## src/rtl/sigrok_byte_tx.sv

```systemverilog
// Serialises parallel words onto an SPI-like sda/sck pair for a sigrok logic analyser.
// sck idles low, sda changes only while sck is low, and each frame is followed by an idle gap.
module sigrok_byte_tx #(
  parameter int CLK_DIV   = 6,
  parameter int DATA_W    = 8,
  parameter int MSB_FIRST = 1,
  parameter int GAP       = 2
) (
  input  logic              clk,
  input  logic              rst,
  input  logic [DATA_W-1:0] tx_data,
  input  logic              tx_valid,
  output logic              tx_ready,
  output logic              busy,
  output logic              sda,
  output logic              sck
);

  localparam int HW      = $clog2(CLK_DIV + 1);
  localparam int BW      = $clog2(DATA_W + 1);
  localparam int GAP_CYC = GAP * CLK_DIV;
  localparam int GW      = (GAP_CYC > 0) ? $clog2(GAP_CYC + 1) : 1;

  localparam logic [HW-1:0] HC_LAST = HW'(CLK_DIV - 1);
  localparam logic [BW-1:0] BC_LAST = BW'(DATA_W - 1);
  localparam logic [GW-1:0] GC_LAST = GW'((GAP_CYC > 0) ? GAP_CYC - 1 : 0);

  typedef enum logic [1:0] {
    S_IDLE,
    S_SHIFT,
    S_GAP
  } state_t;

  state_t            state, state_n;
  logic [DATA_W-1:0] shreg, shreg_n, shreg_adv;
  logic [HW-1:0]     hc, hc_n;
  logic [BW-1:0]     bc, bc_n;
  logic [GW-1:0]     gc, gc_n;
  logic              sda_n, sck_n;

  assign tx_ready  = (state == S_IDLE);
  assign busy      = (state != S_IDLE);
  assign shreg_adv = (MSB_FIRST != 0) ? (shreg << 1) : (shreg >> 1);

  always_ff @(posedge clk or posedge rst) begin
    if (rst) begin
      state <= S_IDLE;
      shreg <= '0;
      hc    <= '0;
      bc    <= '0;
      gc    <= '0;
      sda   <= 1'b0;
      sck   <= 1'b0;
    end else begin
      state <= state_n;
      shreg <= shreg_n;
      hc    <= hc_n;
      bc    <= bc_n;
      gc    <= gc_n;
      sda   <= sda_n;
      sck   <= sck_n;
    end
  end

  // The bit to present next always sits at the outgoing end of the shift register.
  always_comb begin
    state_n = state;
    shreg_n = shreg;
    hc_n    = hc;
    bc_n    = bc;
    gc_n    = gc;
    sda_n   = sda;
    sck_n   = sck;
    case (state)
      S_IDLE: begin
        if (tx_valid) begin
          shreg_n = tx_data;
          sda_n   = (MSB_FIRST != 0) ? tx_data[DATA_W-1] : tx_data[0];
          sck_n   = 1'b0;
          hc_n    = '0;
          bc_n    = '0;
          state_n = S_SHIFT;
        end
      end
      S_SHIFT: begin
        if (hc == HC_LAST) begin
          hc_n  = '0;
          sck_n = ~sck;
          if (sck) begin
            if (bc == BC_LAST) begin
              sda_n   = 1'b0;
              gc_n    = '0;
              state_n = (GAP_CYC > 0) ? S_GAP : S_IDLE;
            end else begin
              bc_n    = bc + 1'b1;
              shreg_n = shreg_adv;
              sda_n   = (MSB_FIRST != 0) ? shreg_adv[DATA_W-1] : shreg_adv[0];
            end
          end
        end else begin
          hc_n = hc + 1'b1;
        end
      end
      S_GAP: begin
        if (gc == GC_LAST) begin
          state_n = S_IDLE;
        end else begin
          gc_n = gc + 1'b1;
        end
      end
      default: state_n = S_IDLE;
    endcase
  end

endmodule

```

## config.mk

```make
export PLATFORM = sky130hd
export DESIGN_NAME = sigrok_byte_tx
export DESIGN_NICKNAME = d
export VERILOG_FILES = /design/src/rtl/sigrok_byte_tx.sv
export SDC_FILE = /design/constraint.sdc
export NUM_CORES = 1
export LEC_CHECK = 0
export ABC_AREA = 1
export CAP_MARGIN = 0
export CELL_PAD_IN_SITES_DETAIL_PLACEMENT = 1
export CELL_PAD_IN_SITES_GLOBAL_PLACEMENT = 1
export CORE_MARGIN = 2
export CORE_UTILIZATION = 30
export DETAILED_ROUTE_END_ITERATION = 16
export GPL_ROUTABILITY_DRIVEN = 1
export PLACE_DENSITY = 0.69
export SYNTH_ARGS = -nofsm -noshare
export SYNTH_HDL_FRONTEND = slang
export SYNTH_SLANG_ARGS = --single-unit
```

## constraint.sdc

```tcl
create_clock -name clk -period 1.08 [get_ports clk]
set_input_delay 0.216 -clock clk [delete_from_list [all_inputs] [get_ports clk]]
set_output_delay 0.216 -clock clk [all_outputs]
set_load 0.005 [all_outputs]
```

* After elaboration in Yosys (flattened, before gate mapping)
Cells that the tools add are included.
** Cells by class
- Mux-type cells :: 32
- Reductions and logical operators :: 10
- Bitwise gates (word level) :: 1
- $add $sub $neg :: 3
- Eq/ne operators :: 12
** Operators by type and width (count)
- $mux 4 :: 8
- $mux 7 :: 4
- $pmux 4 s2 :: 2
- $reduce_and 5->1 :: 3
- $ne 2x2->1 const B :: 7
- $pmux 7 s2 :: 1
- $mux 2 :: 5
- $add 4x1->4 const B :: 2
- $mux 1 :: 6
- $mux 3 :: 2
- $pmux 2 s3 :: 1
- $pmux 3 s2 :: 1
- $reduce_bool 2->1 :: 3
- $eq 4x3->1 const B :: 1
- $eq 4x4->1 const B :: 1
- $pmux 1 s2 :: 2
- $reduce_and 4->1 :: 1
- $add 3x1->3 const B :: 1
- $eq 3x3->1 const B :: 1
- $reduce_and 3->1 :: 1
- $eq 2x1->1 const B :: 1
- $eq 2x2->1 const B :: 1
- $logic_not 2->1 :: 1
- $reduce_and 2->1 :: 1
- $not 1->1 :: 1
** Storage, ports and cells
- Register bits :: 22
- Word-level logic and storage cells :: 65
- Output and inout bits :: 4
- Input port bits :: 11

* Longest topological paths before layout
- Word-level depth :: 5
- Depth in mapped cells :: 8
- Depth with buffers taken out :: 8

* Least setup slack after synthesis
No wires, ideal clock.
- Path type :: reg2reg
- Start point :: reg bc[0]
- End point :: reg bc[2]
- Stages on the path, launching flop included :: 7
- Data arrival time :: 1.080 ns
- Data required time :: 0.964 ns
- Buffers on the path :: 1
- Slack :: -0.116 ns
- Cell sequence :: dfrtp_1 -> ha_1 -> nand4_1 -> nand4_1 -> buf_2 -> nand2_1 -> nand2_1
** On the way
- Word-level cells in the longest chain between the ends :: 5
- Elaborated cells between the ends (all ways) :: 8
- Classes of those cells :: add/sub (1); eq/ne (2); mux (4); reduce/logical (1)
** Ends and longest elaborated chain
- start, declared :: RTL line 37 : logic [BW-1:0] bc, bc_n;
- start signal, assigned :: RTL line 58 : bc <= bc_n;
- $add 4x1->4 :: RTL line 95 : bc_n = bc + 1'b1;
- $mux 4 :: RTL line 90 : if (bc == BC_LAST) begin
- $mux 4 :: RTL line 89 : if (sck) begin
- $mux 4 :: RTL line 86 : if (hc == HC_LAST) begin
- $pmux 4 s2 :: RTL line 74 : case (state)
Parallel ways exist; a longest one is shown, timed or not. The select of a mux whose other input is x is not followed.
A chain may end at the register's enable or synchronous reset.

* Final worst setup path
- Start point :: reg state[0]
- End point :: reg bc[0]
** On the way
- Word-level cells in the longest chain between the ends :: 3
- Elaborated cells between the ends (all ways) :: 9
- Classes of those cells :: eq/ne (5); mux (1); reduce/logical (3)
** Ends and longest elaborated chain
- start, declared :: RTL line 34 : state_t state, state_n;
- start signal, assigned :: RTL line 55 : state <= state_n;
- $eq 2x1->1 or $logic_not 2->1 (tied branches) :: RTL line 74
- $ne 2x2->1 (no line) or $reduce_bool 2->1 (tied branches)
- $reduce_and 5->1 (no line)
Parallel ways exist; a longest one is shown, timed or not.

==> flow_metrics.env <==
export IMPL_critical_path_top_delay_family="simple AND/OR/NAND/NOR gates"
export IMPL_regToRegStartpoint="state[0]$_DFFE_PP0P_"
export IMPL_grt_pass1_vias=1342
export IMPL_synth_cells_most_frequent="sky130_fd_sc_hd__nand2_1 (86), sky130_fd_sc_hd__dfrtp_1 (22), sky130_fd_sc_hd__inv_1 (18)"
export IMPL_worst_path_largest_cell_delay_ps=400
export IMPL_areaGrowthSynthToFinish_pct=65.9
export IMPL_num_nets_final=240
export IMPL_cp_arrival_ps=1600
export IMPL_row_count=22
export IMPL_global_route_usage_met2=0.328
export IMPL_cts_buffers=3
export IMPL_globalRouteMet1Util=0.194
export IMPL_synth_top_family_by_area="simple AND/OR/NAND/NOR gates"
export IMPL_global_route_overflow_total=0
export IMPL_avgSynthCellArea_um2=6.86
export IMPL_violations="negative setup slack"
export IMPL_post_route_cells_drive_above_1_share=0.403
export IMPL_dp_hpwl_mm=2.34
export IMPL_syn_nets=188
export IMPL_cts_clk_slew_worst_paths_ps=80
export IMPL_cellLeakagePower_nw=1.02
export IMPL_timing_critical_path_cells="buf_6 -> inv_2 -> nor2_4 -> nand2_4 -> nand3_4 -> nor2_4 -> clkbuf_16 -> nand2_1 -> nand2_1"
export IMPL_gr_max_usage_layer="met2"
export IMPL_io_pin_count=15
export IMPL_number_of_diodes_added_for_antenna_fixing=0
export IMPL_totalNegativeSetupSlack_ps=-6870
export IMPL_cell_type_with_the_highest_aggregate_area_in_the_netlist="sky130_fd_sc_hd__dfrtp_1"
export IMPL_finalSetupViolations=24
export IMPL_cts_htree_levels=1
export IMPL_power_frac_seq=0.391
export IMPL_worst_ir_drop_vdd_uv=507
export IMPL_placement_setup_worst_slack_ps=-391
export IMPL_timing_critical_path_buf_inv=3
export IMPL_track_usage=0.173
export IMPL_hold_slack_ps=271
export IMPL_design_area_um2=1990
export IMPL_post_synth_top_count_cell="sky130_fd_sc_hd__nand2_1"
export IMPL_wire_length_of_the_first_global_routing_pass_mm=5.88
export IMPL_yosysTopAreaCellShare=0.458
export IMPL_path_class="register to register"
export IMPL_slew_headroom=0.842
export IMPL_core_region_area_um2=3740
export IMPL_dp_cells=258
export IMPL_max_freq_ghz=0.697
export IMPL_die_boundary_width_um=67.3
export IMPL_num_vias=1282
export IMPL_clock_power_share=0.207
export IMPL_synthAdderAreaFrac=0.0208
export IMPL_post_route_min_period_ps=1440
export IMPL_cts_num_sinks=22
export IMPL_synth_distinct_cells=17
export IMPL_synth_xor_xnor_area_share=0
export IMPL_number_of_antenna_violations_at_the_first_check_in_global_routing=0
export IMPL_routed_wl_mm=4.13
export IMPL_worst_ep_required_time_ps=1240
export IMPL_ff2ff_path_depth=9
export IMPL_synth_area_mux_share=0
export IMPL_pwr_density_cell_nw_per_um2=1320
export IMPL_hold_violations=0
export IMPL_detailedRoute_firstIterationViolations=23
export IMPL_via_per_inst=4.68
export IMPL_finalCoreUtilization=0.532
export IMPL_remaining_antenna_violation_count_after_routing=0
export IMPL_detail_route_wl_per_cell_um=15.1
export IMPL_instances_no_fill=274
export IMPL_setup_slack_after_layout_ps=-356
export IMPL_share_comb_of_total_power=0.402
export IMPL_post_synth_main_area_contributors="sky130_fd_sc_hd__dfrtp_1 (46%), sky130_fd_sc_hd__nand2_1 (27%), sky130_fd_sc_hd__inv_1 (5.6%), sky130_fd_sc_hd__nor2_1 (5.3%), sky130_fd_sc_hd__nand3_1 (3.8%)"
export IMPL_synth_warnings=0
export IMPL_p_switching_mw=0.925
export IMPL_worst_skew_pair_latency_ps=260
export IMPL_rsz_0062_raised_after_global_routing="yes"
export IMPL_syn_instance_count=175
export IMPL_worst_flop_to_flop_path_endpoint="bc[0]$_DFFE_PP0P_"
export IMPL_place_area_um2=1610
export IMPL_worst_path_max_delay_cell="sky130_fd_sc_hd__dfrtp_2"
export IMPL_end_kind="register"
export IMPL_startpoint_type_of_the_worst_setup_path="register"
export IMPL_hold_path_class="input pin to async pin"
export IMPL_design_die_area_um2=4530
export IMPL_synthesized_area_fraction_occupied_by_ao_oa_aoi_and_oai_cells=0.0313
export IMPL_cap_violations=0
export IMPL_skew_ps=4.38
export IMPL_synth_flop_cell="sky130_fd_sc_hd__dfrtp_1"
export IMPL_report_final_slew_viol_count=0
export IMPL_grt_start_max_net_pins=23
export IMPL_cts_path_max_buffers=2
export IMPL_ys_async_sr_fraction=1.00
export IMPL_global_route_track_usage_on_met3=0.0217
export IMPL_run_status="finished with violations"
export IMPL_synth_simple_gate_area_frac=0.411
export IMPL_synth_seq_cells=22
export IMPL_synthesis_area_um2=1200
export IMPL_yosysSeqAreaShare=0.458
export IMPL_first_pass_iters=4
export IMPL_starting_density_of_the_core=0.321
export IMPL_tightestPinTransition_ps=236
export IMPL_total_power_mw=2.63
export IMPL_netSwitchingFraction=0.352
export IMPL_die_height_um=67.3
export IMPL_reg2reg_slack_ps=-360
export IMPL_clk_root_buffer_cell="sky130_fd_sc_hd__clkbuf_8"
export IMPL_finalWeightedCongestion=0.756
export IMPL_synth_edf_count=0
export IMPL_timing_critical_path_fanout_max=5
export IMPL_post_route_drc_count=0
export IMPL_p_int_mw=1.70
export IMPL_period_share=1.33
export IMPL_tritoncts_clock_tree="done"
export IMPL_portbufs=14
how the worst max path moves through the flow:
stage / start / endpoint / slack (ps) / cells after the start
2_1_floorplan: bc[0]$_DFFE_PP0P_ / gc[0]$_DFFE_PP0P_ / -100 / 8
4_1_cts: state[1]$_DFFE_PP0P_ / bc[1]$_DFFE_PP0P_ / -260 / 8
6_report: state[0]$_DFFE_PP0P_ / bc[0]$_DFFE_PP0P_ / -360 / 9
3_5_place_dp: tx_valid / shreg[4]$_DFFE_PP0P_ / -390 / 8
3_3_place_gp: tx_valid / shreg[6]$_DFFE_PP0P_ / -360 / 8
5_1_grt: state[0]$_DFFE_PP0P_ / bc[2]$_DFFE_PP0P_ / -430 / 9
final cells by class:
cell class | instances | area (um2)
Clock buffer | 4 | 45.0
Fill cell | 467 | 1750
Inverter | 19 | 81.3
Multi-Input combinational cell | 130 | 772
Sequential cell | 22 | 553
Tap cell | 48 | 60.1
Timing Repair Buffer | 51 | 482
cell families after synthesis:
| family | after synthesis |
|---|---|
| and+or+nand+nor | 121 |
| buffers and inverters | 23 |
| DFF | 22 |
| AOI/OAI and AO/OA | 7 |
| adders and majority gates | 2 |
routing by layer:
layer,up-vias,share of wire
li1,631,-
met1,627,0.39
met2,18,0.57
met3,6,0.022
met4,0,0.014
met5,-,0
repair_timing:
| item | 4_1_cts | 5_1_grt |
|---|---|---|
| setup buffers | 5 | 5 |
| setup endpoints to repair | 25 | 26 |
| hold buffers | 0 | 0 |
| gates cloned | 0 | 2 |
| hold endpoints to repair | 0 | 0 |
| pin swaps | 13 | 8 |
| resized for setup | 51 | 33 |
worst min-delay path, cell delays in order:
cell	delay, ps
sky130_fd_sc_hd__clkdlybuf4s50_1	400
sky130_fd_sc_hd__inv_1	90
sky130_fd_sc_hd__buf_12	180
placed cells by master, fill, tap and decap left out, types with 2 or more instances in the layout:
| master | Yosys | final |
|---|---|---|
| sky130_fd_sc_hd__nand2_2 | 2 | 12 |
| sky130_fd_sc_hd__dfrtp_2 | 0 | 2 |
| sky130_fd_sc_hd__nand2_8 | 0 | 2 |
| sky130_fd_sc_hd__clkbuf_2 | 0 | 3 |
| sky130_fd_sc_hd__nand2_4 | 0 | 6 |
| sky130_fd_sc_hd__nand3_4 | 0 | 2 |
| sky130_fd_sc_hd__buf_12 | 0 | 2 |
| sky130_fd_sc_hd__buf_4 | 1 | 24 |
| sky130_fd_sc_hd__nand2_1 | 86 | 68 |
| sky130_fd_sc_hd__o21ai_2 | 0 | 2 |
| sky130_fd_sc_hd__nand3_1 | 9 | 4 |
| sky130_fd_sc_hd__dfrtp_1 | 22 | 20 |
| sky130_fd_sc_hd__inv_2 | 1 | 2 |
| sky130_fd_sc_hd__nand4_1 | 2 | 2 |
| sky130_fd_sc_hd__nor2_1 | 17 | 12 |
| sky130_fd_sc_hd__clkdlybuf4s50_1 | 0 | 10 |
| sky130_fd_sc_hd__buf_6 | 0 | 9 |
| sky130_fd_sc_hd__nand3_2 | 2 | 5 |
| sky130_fd_sc_hd__a21oi_2 | 0 | 3 |
| sky130_fd_sc_hd__clkbuf_8 | 0 | 3 |
| sky130_fd_sc_hd__inv_1 | 18 | 15 |
| sky130_fd_sc_hd__nor2_4 | 0 | 7 |
power by group through the flow:
stage / clock [mW] / combinational (mW) / sequential (mW)
3_3_place_gp: 0 / 0.717 / 1.01
2_1_floorplan: 0 / 0.372 / 1.02
6_report: 0.544 / 1.06 / 1.03
3_5_place_dp: 0 / 0.740 / 1.02
5_1_grt: 0.585 / 1.14 / 1.04
4_1_cts: 0.561 / 0.866 / 1.01
registers in the layout, summed over array words and instances (netlist names):
register / flops
sda: 1
state: 2
hc: 3
sck: 1
gc: 4
shreg: 7
bc: 4
No activity file was read; power rests on OpenSTA's default activity.
